==> src/rtl/qarb_pkg.sv <==
// Shared definitions for the queue request arbiter: FSM state encoding and
// request opcode values.
package qarb_pkg;

  typedef enum logic [1:0] {
    IDLE  = 2'd0,
    ISSUE = 2'd1,
    WAIT  = 2'd2,
    DONE  = 2'd3
  } state_t;

  localparam logic OP_ENQ = 1'b0;
  localparam logic OP_DEQ = 1'b1;

endpackage

==> src/rtl/queue_req_arbiter_rr_pick.sv <==
// Combinational round-robin priority pick: returns the first set request bit
// found searching upward from ptr, wrapping modulo NREQ.
module rr_pick
  import qarb_pkg::*;
#(
  parameter int NREQ = 2,
  parameter int IDW  = 1
) (
  input  logic [NREQ-1:0] req,
  input  logic [IDW-1:0]  ptr,
  output logic            found,
  output logic [IDW-1:0]  idx
);

  // Scan from the farthest candidate back to ptr so the closest match wins.
  always_comb begin
    found = 1'b0;
    idx   = '0;
    for (int k = NREQ - 1; k >= 0; k--) begin
      if (req[(int'(ptr) + k) % NREQ]) begin
        found = 1'b1;
        idx   = IDW'((int'(ptr) + k) % NREQ);
      end
    end
  end

endmodule

==> src/rtl/queue_req_arbiter.sv <==
// Round-robin arbiter/sequencer letting NREQ requesters share one FIFO queue.
// One request is granted at a time: IDLE picks, ISSUE strobes the queue (or
// rejects on full/empty), WAIT captures dequeued data, DONE pulses completion.
// Optional build macro QARB_STATS_EN adds saturating stat_ops/stat_rej counters.
module queue_req_arbiter
  import qarb_pkg::*;
#(
  parameter int NREQ  = 2,
  parameter int WIDTH = 4,
  parameter int IDW   = 1
) (
  input  logic                  clk,
  input  logic                  rst,
  input  logic [NREQ-1:0]       req_valid,
  input  logic [NREQ-1:0]       req_op,
  input  logic [NREQ*WIDTH-1:0] req_data,
  output logic [NREQ-1:0]       req_done,
  output logic                  req_err,
  output logic [WIDTH-1:0]      rsp_data,
  output logic                  busy,
  output logic [IDW-1:0]        grant_id,
  output logic                  q_enq,
  output logic                  q_deq,
  output logic [WIDTH-1:0]      q_in,
  input  logic                  q_full,
  input  logic                  q_emp,
  input  logic [WIDTH-1:0]      q_out
`ifdef QARB_STATS_EN
  ,
  output logic [15:0]           stat_ops,
  output logic [15:0]           stat_rej
`endif
);

  state_t           state;
  logic [IDW-1:0]   rr_ptr;
  logic             lat_op;
  logic             pick_found;
  logic [IDW-1:0]   pick_idx;
  logic             sel_op;
  logic [WIDTH-1:0] sel_data;
  logic [NREQ-1:0]  grant_onehot;
  logic             issue_ok;

  rr_pick #(
    .NREQ (NREQ),
    .IDW  (IDW)
  ) u_rr_pick (
    .req   (req_valid),
    .ptr   (rr_ptr),
    .found (pick_found),
    .idx   (pick_idx)
  );

  // Select the picked requester's op/data and decode the granted index one-hot.
  always_comb begin
    sel_op       = OP_ENQ;
    sel_data     = '0;
    grant_onehot = '0;
    for (int i = 0; i < NREQ; i++) begin
      if (pick_idx == IDW'(i)) begin
        sel_op   = req_op[i];
        sel_data = req_data[i*WIDTH +: WIDTH];
      end
      if (grant_id == IDW'(i)) begin
        grant_onehot[i] = 1'b1;
      end
    end
  end

  // The queue's full/empty flags are sampled in the ISSUE cycle itself, so the
  // strobes are decoded from the current state rather than registered.
  assign issue_ok = (lat_op == OP_ENQ) ? !q_full : !q_emp;
  assign q_enq    = (state == ISSUE) && (lat_op == OP_ENQ) && !q_full;
  assign q_deq    = (state == ISSUE) && (lat_op == OP_DEQ) && !q_emp;
  assign busy     = (state != IDLE);

  // Request sequencer: grant, issue, optional read wait, completion pulse.
  always_ff @(posedge clk) begin
    if (rst) begin
      state    <= IDLE;
      rr_ptr   <= '0;
      grant_id <= '0;
      lat_op   <= OP_ENQ;
      q_in     <= '0;
      rsp_data <= '0;
      req_done <= '0;
      req_err  <= 1'b0;
    end else begin
      req_done <= '0;
      req_err  <= 1'b0;
      case (state)
        IDLE: begin
          if (pick_found) begin
            grant_id <= pick_idx;
            lat_op   <= sel_op;
            q_in     <= sel_data;
            state    <= ISSUE;
          end
        end
        ISSUE: begin
          if ((lat_op == OP_DEQ) && issue_ok) begin
            state <= WAIT;
          end else begin
            req_done <= grant_onehot;
            req_err  <= !issue_ok;
            state    <= DONE;
          end
        end
        WAIT: begin
          rsp_data <= q_out;
          req_done <= grant_onehot;
          state    <= DONE;
        end
        DONE: begin
          rr_ptr <= (grant_id == IDW'(NREQ - 1)) ? '0 : grant_id + 1'b1;
          state  <= IDLE;
        end
        default: state <= IDLE;
      endcase
    end
  end

`ifdef QARB_STATS_EN
  function automatic logic [15:0] sat_inc16(input logic [15:0] v);
    return (v == 16'hFFFF) ? v : v + 16'd1;
  endfunction

  // Count successful strobes and rejects as each request is issued.
  always_ff @(posedge clk) begin
    if (rst) begin
      stat_ops <= '0;
      stat_rej <= '0;
    end else if (state == ISSUE) begin
      if (issue_ok) begin
        stat_ops <= sat_inc16(stat_ops);
      end else begin
        stat_rej <= sat_inc16(stat_rej);
      end
    end
  end
`endif

endmodule

==> config.mk <==
export PLATFORM = sky130hd
export DESIGN_NAME = queue_req_arbiter
export DESIGN_NICKNAME = d
export VERILOG_FILES = /design/src/rtl/qarb_pkg.sv /design/src/rtl/queue_req_arbiter_rr_pick.sv /design/src/rtl/queue_req_arbiter.sv
export SDC_FILE = /design/constraint.sdc
export NUM_CORES = 1
export LEC_CHECK = 0
export ABC_AREA = 1
export BUFFER_PORTS_ARGS = -buffer_cell sky130_fd_sc_hd__clkbuf_2
export CAP_MARGIN = 20
export CORE_UTILIZATION = 44
export DETAILED_ROUTE_END_ITERATION = 8
export PLACE_DENSITY = 0.8
export SLEW_MARGIN = 20
export SYNTH_ARGS = -nofsm -noshare
export SYNTH_HDL_FRONTEND = slang
export SYNTH_SLANG_ARGS = --single-unit
==> constraint.sdc <==
create_clock -name clk -period 1.5 [get_ports clk]
set_clock_uncertainty 0.1 [all_clocks]
set_input_delay 0.15 -clock clk [delete_from_list [all_inputs] [get_ports clk]]
set_output_delay 0.15 -clock clk [all_outputs]
set_load 0.03 [all_outputs]
Yosys cells after proc, flatten, opt, wreduce, memory -nomap -nowiden
Index checks and enable logic that the tools add are counted.
{"block": "totals", "output_inout_bits": 15, "elab_cells": 51, "inputBits": 20, "register_bits": 16}
{"block": "op_classes", "addsub": 2, "n_lt_le_gt_ge": 2, "n_mux": 20, "n_reduce_logical": 12, "bitwise": 3, "n_eq_ne": 4}
{"cell": "1-bit two-way mux", "count": 15}
{"cell": "2-bit case mux with 4 select lines", "count": 1}
{"cell": "1-bit logical AND", "count": 5}
{"cell": "2-bit == test (second input constant)", "count": 2}
{"cell": "2-bit two-way mux", "count": 2}
{"cell": "4-bit two-way mux", "count": 1}
{"cell": "2-bit case mux with 2 select lines", "count": 1}
{"cell": "1-bit logical NOT", "count": 3}
{"cell": "2-bit by 3-bit < comparator with 1-bit output (second input constant)", "count": 1}
{"cell": "3-bit OR reduction", "count": 1}
{"cell": "1-bit adder (second input constant)", "count": 2}
{"cell": "2-bit by 1-bit == test with 1-bit output (second input constant)", "count": 1}
{"cell": "2-bit logical NOT", "count": 1}
{"cell": "1-bit by 2-bit < comparator with 1-bit output (second input constant)", "count": 1}
{"cell": "2-bit != test (second input constant)", "count": 1}
{"cell": "1-bit inverter", "count": 2}
{"cell": "2-bit AND reduction", "count": 1}
{"cell": "2-bit nonzero test", "count": 1}
{"cell": "1-bit bitwise AND (first input constant)", "count": 1}

Depth between registers and ports, before layout
Gate-level depths: netlist of the first run.
{"block": "logic_depth", "word_depth": 9, "depth_mapped": 7, "depth_no_buf": 7}

Hierarchy
From an unflattened synthesis of the first run, not the netlist that was laid out.
{"block": "unflattened", "cells_unflattened": 99, "area_unflattened_um2": 785.8}
{"mod": "queue_req_arbiter", "seq_area_each_um2": 320.3, "cells_each": 95, "area_each_um2": 767.0, "n_inst": 1}
{"mod": "rr_pick", "seq_area_each_um2": 0.0, "cells_each": 4, "area_each_um2": 18.8, "n_inst": 1}

Worst setup path before layout of the first run
No wires, ideal clock.
{"block": "synth_timing", "path_kind": "reg2out", "startpoint": "register state[1]", "endpoint": "output q_enq", "arrival_ns": 1.255, "n_path_buf": 0, "path_stages_with_launch": 5, "slack_ns": -0.005, "required_time_ns": 1.250, "path_cell_list": "dfxtp_1 -> inv_1 -> ha_1 -> inv_1 -> nor3_1"}
{"block": "synth_between", "elab_chain_cells": 3}
{"item": "from (decl)", "line": "queue_req_arbiter.sv:35", "source": "state_t state;"}
{"item": "from (signal assigned)", "line": "queue_req_arbiter.sv:81", "source": "state <= IDLE;"}
{"item": "from (signal assigned)", "line": "queue_req_arbiter.sv:98", "source": "state <= ISSUE;"}
{"item": "from (signal assigned)", "line": "queue_req_arbiter.sv:103", "source": "state <= WAIT;"}
{"item": "2-bit by 1-bit == test with 1-bit output", "line": "queue_req_arbiter.sv:74", "source": "assign q_enq = (state == ISSUE) && (lat_op == OP_ENQ) && !q_full;"}
{"item": "1-bit logical AND (2 in a row)", "line": "queue_req_arbiter.sv:74"}
{"item": "to (decl)", "line": "queue_req_arbiter.sv:22", "source": "output logic q_enq,"}
No other way between the ends.

Worst setup path in the final report of the first run
{"block": "layout_timing", "startpoint": "register state[1]", "endpoint": "output busy"}
{"block": "layout_between", "elab_chain_cells": 1}
{"item": "2-bit nonzero test", "line": "queue_req_arbiter.sv:76", "source": "assign busy = (state != IDLE);"}
{"item": "to (decl)", "line": "queue_req_arbiter.sv:20", "source": "output logic busy,"}
No other way between the ends.

==> key figures, run 1 <==
Outcome
  • Result of the run: finished, violations left
  • Failing checks: DRC

Pwr
  • Worst IR drop on VDD: between 0.7 and 0.8 mV
  • Leak: ~0.00057 uW
  • Pwr dens: about 1900 nW/um2
  • Power consumption: 2170 uW

Placement
  • Detailed placement HPWL: ~1200 um
  • I/O Buffers: 34
  • Placer congestion estimate: 0.769

Yosys
  • Main combinational cell family by area after synthesis: simple AND/OR/NAND/NOR gates
  • Area share of fa/ha/maj cells after synthesis: about 6.5%
  • Mux cell area share after synthesis: 0%
  • Synth Flop Type: dfxtp_1
  • Most common cell in the netlist: nand2_1
  • Share of the yosys chip area belonging to registers: about two fifths
  • Syn Inst Count: between 100 and 150
  • Avg Cell Area, Syn: approximately 7.4 um2
  • Synthesized flop and latch total: 16
  • Synth async-reset ratio: 0%
  • Post-synth EDFFs: 0
  • Largest area contributor in the netlist: dfxtp_1
  • Top cells by area, synth: dfxtp_1 42%, nand2_1 9.8%, nor2_1 7.4%
  • Yosys Warn Count: 0
  • Simple-gate share of the synthesized area: 30.9%
  • Synth top cells by count: 20 x nand2_1, 16 x dfxtp_1, 15 x nor2_1, 10 x a21oi_1, 8 x nand3_1
  • Post-Syn Nets: about 130
  • Area of the mapped netlist: approximately 770 um2
  • Yosys top cell area share: between 40% and 50%
  • Xor/xnor share of the synthesized area: 0%
  • Post-synth cell types: 19
  • Compound-Gate Fraction of Synth Area: around 14%

Final layout
  • Layout cells sized above 1: 37.6%
  • Filler Cells Inserted: about 120
  • Ant. Diodes: 0
  • Nets: 174
  • Multi-input combinational cell area: between 400 and 500 um2
  • Sequential cell area: 328 um2
  • Area Overhead vs Synth: 48.0%

Clocking
  • CTS tree: yes
  • Clock-pin slew on the worst setup and hold paths: approximately 0.1 ns
  • CTS Root Buffer Type: clkbuf_4
  • CTS sink cnt: 16
  • Clock buffer count from CTS: 3
  • Clock Tree Buf Depth: 2
  • Worst-skew pair later-pin latency: roughly 0.3 ns
  • H-tree levels: 1

Setup path
  • Critical-path top delay cell: dfxtp_4
  • Reg-to-Reg End: state[1]
  • Worst Path Buf+Inv: 4
  • Worst-path cell chain: inv_4 > buf_4 > ha_4 > inv_4 > clkbuf_8
  • CP arrival: 1.21 ns
  • Required @ worst endpoint: 1.25 ns
  • Crit Path Max Fanout: 3
  • CP max stage delay: roughly 0.37 ns
  • Crit path launch type: register
  • Delay-heaviest family, CP: buffers and inverters
  • Worst Setup End Kind: output port
  • Reg2reg setup slack: about 0.13 ns
  • Critical path class: register to output port
  • Cell mode on critical path: inv_4
  • Worst flop-to-flop path startpoint: state[1]
  • Reg2reg path depth: 7

Route
  • Via count of the routed design: 839
  • Total wire length: roughly 1900 um
  • Starting DRC count in detailed routing: 14
  • Drc violations: 2
  • Detailed Routing Iterations Pass 1: 6
  • Drt wl/cell: between 10 and 15 um
  • Vias per inst: between 5 and 6
  • DRT antenna net count: 0

STA
  • Max Fclk: about 0.69 GHz
  • Final hold violation count: 0
  • Setup_tns: 0 ns
  • Setup Viol. Count Final: 0
  • Relative slew slack: approximately four fifths
  • Worst-Margin Slew: 0.303 ns
  • Tcrit/Tclk final: 97.2%
  • Unrepaired setup endpoints after global routing: no
  • Post-layout minimum cycle time: between 1 and 1.5 ns
  • Final Slew Violations: 0

Min path
  • Min-delay src: req_data[2]
  • HP Class: primary input to register
  • Hold endpoint: q_in[2]
  • Hold Path Cell Cnt: 5

GRT
  • Met3 global-route usage: around 4.2%
  • Top Usage Layer GRT: met2
  • First-pass GRT wire length: 3110 um
  • M1 GR Usage: between 20% and 30%
  • Number of global-route vias before repair: 785
  • Total grt overflow: 0
  • Grt met2 use: approximately 40%
  • Tot GR Track Use: between 20 and 25%
  • Largest net degree at the start of global routing: 13
  • Antenna violations before repair: 0

Job
  • Maxcap violations: 0

Floorplan
  • Io pins: 35
  • Row count: 14
  • Die Wd: roughly 44 um
  • Die area: about 1900 um2
  • Starting Density: 49.1%
  • Core Area: between 1500 and 2000 um2
  • Die Span Y: approximately 44 um
-- kinds of logic (layout without fill, tap and decap cells) --
family                   after synthesis  count (layout)
AO/OA/AOI/OAI                         21              21
AND/OR/NAND/NOR                       51              51
buffers and inverters                 12              57
adder cells (fa/ha/maj)                4               4
flip-flops                            16              16
-- through the flow --
step                cells  util, %  hold WS [ns]  setup slack [ns]  instance area [um2]
finish                165     72.7        0.0632            0.0422                 1130
floorplan             104        -         0.119            0.0319                  771
global placement      151     60.7         0.257             0.125                  946
CTS                   164     71.8        0.0675            0.0101                 1120
detailed placement    151     60.7         0.260            0.0776                  946
global route          165     72.7         0.124           0.00435                 1130
-- worst min-delay path, cell delays in order --
cell and delay [ns]:
clkbuf_2 0.07, nand2_1 0.04, nand2_1 0.05, o21ai_1 0.05, nor2_1 0.07
-- where the power goes --
part	switching [uW]	internal, uW
registers	106	575
clock network	145	148
logic	732	462
-- how the worst max path moves through the flow --
stage              from  endpoint  slack (ns)  cells after the start
3_3_place_gp   state[0]      busy        0.12                      4
4_1_cts        state[1]     q_enq        0.01                      5
5_1_grt        state[1]     q_enq       0.004                      5
3_5_place_dp   state[0]  state[1]        0.08                      6
6_report       state[1]      busy        0.04                      5
2_1_floorplan  state[0]  state[0]        0.03                      7
-- cells in the final DEF (no fill, tap or decap), types with 3 or more instances in the layout --
cell type / Yosys / layout
dfxtp_1: 16 / 14
nand2_1: 20 / 20
o21ai_1: 5 / 5
a21oi_1: 10 / 10
buf_4: 0 / 4
dlygate4sd3_1: 0 / 6
clkbuf_8: 0 / 3
nor2_1: 15 / 15
nand3_1: 8 / 8
clkbuf_4: 0 / 3
inv_1: 7 / 4
inv_2: 2 / 3
clkbuf_2: 0 / 32
o21ai_0: 5 / 5
-- cell type report --
cell class	instances	share of cell area, %
tap	16	1.77
inverter	9	3.42
multi-input combinational	76	38.2
timing repair buffer	44	24.5
sequential	16	28.9
clock buffer	4	3.20
-- state kept, by name, summed over array words and instances, names as in the netlist --
register	cells
req_err	1
rr_ptr	1
q_in	4
grant_id	1
req_done	2
lat_op	1
state	2
rsp_data	4
-- per-layer routing --
metal / up-vias / share of wire (%)
met5: - / 0
met4: 0 / 3.4
met3: 7 / 5.7
met2: 33 / 49
met1: 367 / 41
li1: 432 / -
-- timing repair --
item                                   in CTS  in global routing
buffers inserted                            3                  1
setup endpoints to repair                   3                  2
endpoints found under the hold margin       8                  0
hold buffers                                6                  0
resized for setup                          17                  1
pin swaps                                   1                  2
cloned                                      0                  0
Power figures use the tool's default switching activity.
==> run 2: changes to the inputs <==
- CORE_MARGIN: not set -> 2
- GPL_TIMING_DRIVEN: not set -> 0
==> run 2 against run 1 <==
  * Global-route usage is 4.0 points lower
  * Worst setup slack worse by 0.038 ns
  * Clock power is 4% lower
  * Design area is 1.3% lower
  * The flow now finishes without violations
  * Critical path type unchanged
  * Die area is 9.4% higher
  * Largest power group unchanged
  * Non-clock buffer count is 2 lower
  * Critical endpoint is now q_enq
  * Via count is 3.1% lower
  * Flip-flop and latch count stayed put
  * Count of clock-buffer cells in the layout stayed put
  * Wire length is 1.1% lower
  * Sequential share of layout area is 0.39 points higher
  * Cell count is 0.61% lower
==> key figures, run 2 (synthesis gave the netlist of run 1 again) <==
GRT
  • Grt met2 use: 32.4% (was 39.7%)
  • Total grt overflow: 0 (unchanged)
  • First-pass GRT wire length: 2760 um (was 3110 um)
  • Largest net degree at the start of global routing: 11 (was 13)
  • M1 GR Usage: 20.6% (was 23.4%)
  • Number of global-route vias before repair: 703 (was 785)
  • Top Usage Layer GRT: met2 (unchanged)
  • Antenna violations before repair: 0 (unchanged)
  • Met3 global-route usage: 2.38% (was 4.17%)
  • Tot GR Track Use: 18.4% (was 22.4%)

Pwr
  • Pwr dens: 1890 nW/um2 (was 1910 nW/um2)
  • Switch Pwr: 958 uW (was 983 uW)
  • Combinational power share: 54.0% (was 55.1%)
  • Power consumption: 2120 uW (was 2170 uW)
  • Switching Fraction: 45.2% (was 45.3%)
  • Seq pwr share: 32.7% (was 31.4%)
  • Internal power: 1160 uW (was 1190 uW)
  • Leak: 0.000563 uW (was 0.000572 uW)
  • Worst IR drop on VDD: 0.961 mV (was 0.773 mV)
  • Clock share of power: 13.3% (was 13.5%)

Setup path
  • Crit path launch type: register (unchanged)
  • Critical path class: register to output port (unchanged)
  • Reg2reg setup slack: 0.14 ns (was 0.13 ns)
  • Delay-heaviest family, CP: flip-flops (was buffers and inverters)
  • Reg2reg path depth: 6 (was 7)
  • Cell mode on critical path: inv_4 (unchanged)
  • Worst-path cell chain: inv_4 > ha_4 > inv_4 > nor3_4 > buf_8 (was inv_4 > buf_4 > ha_4 > inv_4 > clkbuf_8)
  • CP max stage delay: 0.38 ns (was 0.37 ns)
  • Crit path launch: state[1] (unchanged)
  • Worst Path Buf+Inv: 3 (was 4)
  • Reg-to-Reg End: q_in[2] (was state[1])
  • Required @ worst endpoint: 1.25 ns (about the same)
  • Critical-path top delay cell: dfxtp_4 (unchanged)
  • CP arrival: 1.25 ns (was 1.21 ns)
  • Worst flop-to-flop path startpoint: state[0] (was state[1])
  • Crit Path Max Fanout: 4 (was 3)
  • Worst Setup End Kind: output port (unchanged)

Min path
  • Min-delay src: q_full (was req_data[2])
  • HP Class: primary input to register (unchanged)
  • Hold endpoint: req_err (was q_in[2])
  • Hold Path Cell Cnt: 2 (was 5)

Route
  • Starting DRC count in detailed routing: 6 (was 14)
  • Drc violations: 0 (was 2)
  • Drt wl/cell: 11.4 um (was 11.5 um)
  • DRT antenna net count: 0 (unchanged)
  • Total wire length: 1880 um (was 1900 um)
  • Via count of the routed design: 813 (was 839)
  • Detailed Routing Iterations Pass 1: 4 (was 6)
  • Vias per inst: 4.96 (was 5.08)

Placement
  • Post-Place Worst Slack: 0.0543 ns (was 0.0776 ns)
  • Placed cells: 154 (was 151)
  • DP Area: 957 um2 (was 946 um2)
  • Detailed placement HPWL: 1260 um (was 1240 um)
  • Placer congestion estimate: 0.775 (was 0.769)
  • I/O Buffers: 33 (was 34)

Final layout
  • Top flop regs: q_in: 4 flops, rsp_data: 4 flops (unchanged)
  • Area Overhead vs Synth: 46.1% (was 48.0%)
  • Multi-input combinational cell area: 433 um2 (unchanged)
  • Nets: 172 (was 174)
  • Ant. Diodes: 0 (unchanged)
  • Sequential cell area: 328 um2 (unchanged)
  • Final Util: 66.2% (was 72.7%)
  • Most frequent cells in the layout: 30 x clkbuf_2, 20 x nand2_1, 15 x nor2_1 (was 32 x clkbuf_2, 20 x nand2_1, 15 x nor2_1)
  • Post-Layout Cell Count: 164 (was 165)
  • Layout cells sized above 1: 37.4% (was 37.6%)
  • Post-route cell area: 1120 um2 (was 1130 um2)
  • Filler Cells Inserted: 141 (was 124)
  • Most common cell after layout, fill and taps aside: clkbuf_2 (unchanged)

STA
  • Worst setup margin: 0.00417 ns (was 0.0422 ns)
  • Setup Viol. Count Final: 0 (unchanged)
  • Max Fclk: 0.669 GHz (was 0.686 GHz)
  • Tcrit/Tclk final: 99.7% (was 97.2%)
  • Relative slew slack: 84.5% (was 79.8%)
  • Worst-Margin Slew: 0.232 ns (was 0.303 ns)
  • Final hold violation count: 0 (unchanged)
  • Final Slew Violations: 0 (unchanged)
  • Post-layout minimum cycle time: 1.50 ns (was 1.46 ns)
  • Unrepaired setup endpoints after global routing: yes (was no)

Clocking
  • Clock buffer count from CTS: 3 (unchanged)
  • CTS tree: yes (unchanged)
  • Clock Tree Buf Depth: 2 (unchanged)
  • CTS Root Buffer Type: clkbuf_4 (unchanged)
  • Worst-skew pair later-pin latency: 0.28 ns (was 0.30 ns)
  • Clock-pin slew on the worst setup and hold paths: 0.10 ns (about the same)
  • CTS sink cnt: 16 (unchanged)
  • H-tree levels: 1 (unchanged)

Floorplan
  • Die area: 2090 um2 (was 1910 um2)
  • Die Span Y: 45.7 um (was 43.7 um)
  • Starting Density: 45.3% (was 49.1%)
  • Core Area: 1690 um2 (was 1560 um2)
  • Row count: 15 (was 14)
  • Die Wd: 45.7 um (was 43.7 um)
  • Io pins: 35 (unchanged)

Outcome
  • Result of the run: completed (was finished, violations left)

Job
  • Maxcap violations: 0 (unchanged)
==> run 2: repair_timing <==
action                                  in CTS  in global routing
pin swaps                                    0                  2
resized for setup                           11                  9
buffers inserted                             0                  2
hold endpoints to repair                     7                  0
hold buffers                                 5                  0
endpoints found under the setup margin       3                  3
==> run 2: final cells by class <==
class | instances | share of cell area [%]
plain buffers | 2 | 0.895
flip-flops and latches | 16 | 29.3
repair buffers | 40 | 22.5
clock buffers | 4 | 3.24
multi-input cells | 76 | 38.7
inverters | 9 | 3.47
well taps | 17 | 1.90
==> run 2: worst max-delay path by stage <==
stage          slack (ns)       end  cells after the start
4_1_cts             -0.05      busy                      4
6_report            0.004     q_enq                      5
3_5_place_dp         0.05      busy                      5
3_3_place_gp         0.08      busy                      5
2_1_floorplan        0.03  state[0]                      7
5_1_grt             -0.06     q_enq                      5
==> run 2: through the flow <==
| step | TNS [ns] | hold WS [ns] |
|---|---|---|
| after floorplan | 0 | 0.119 |
| after global placement | 0 | 0.262 |
| after detailed placement | 0 | 0.256 |
| after CTS | -0.120 | 0.00483 |
| after global routing | -0.0769 | 0.0485 |
| final | 0 | 0.0443 |
==> run 2: power by group through the flow <==
stage	Combinational, uW	Sequential [uW]	Clock, uW
5_1_grt	1250	708	307
3_5_place_dp	927	669	0
3_3_place_gp	913	661	0
4_1_cts	994	675	295
2_1_floorplan	520	835	0
6_report	1140	694	281
==> run 2: per-layer routing <==
layer  vias up  part of all wire [%]
met5         -                     0
li1        426                     -
met2        32                    51
met3         2                   4.9
met1       353                    43
met4         0                   1.7
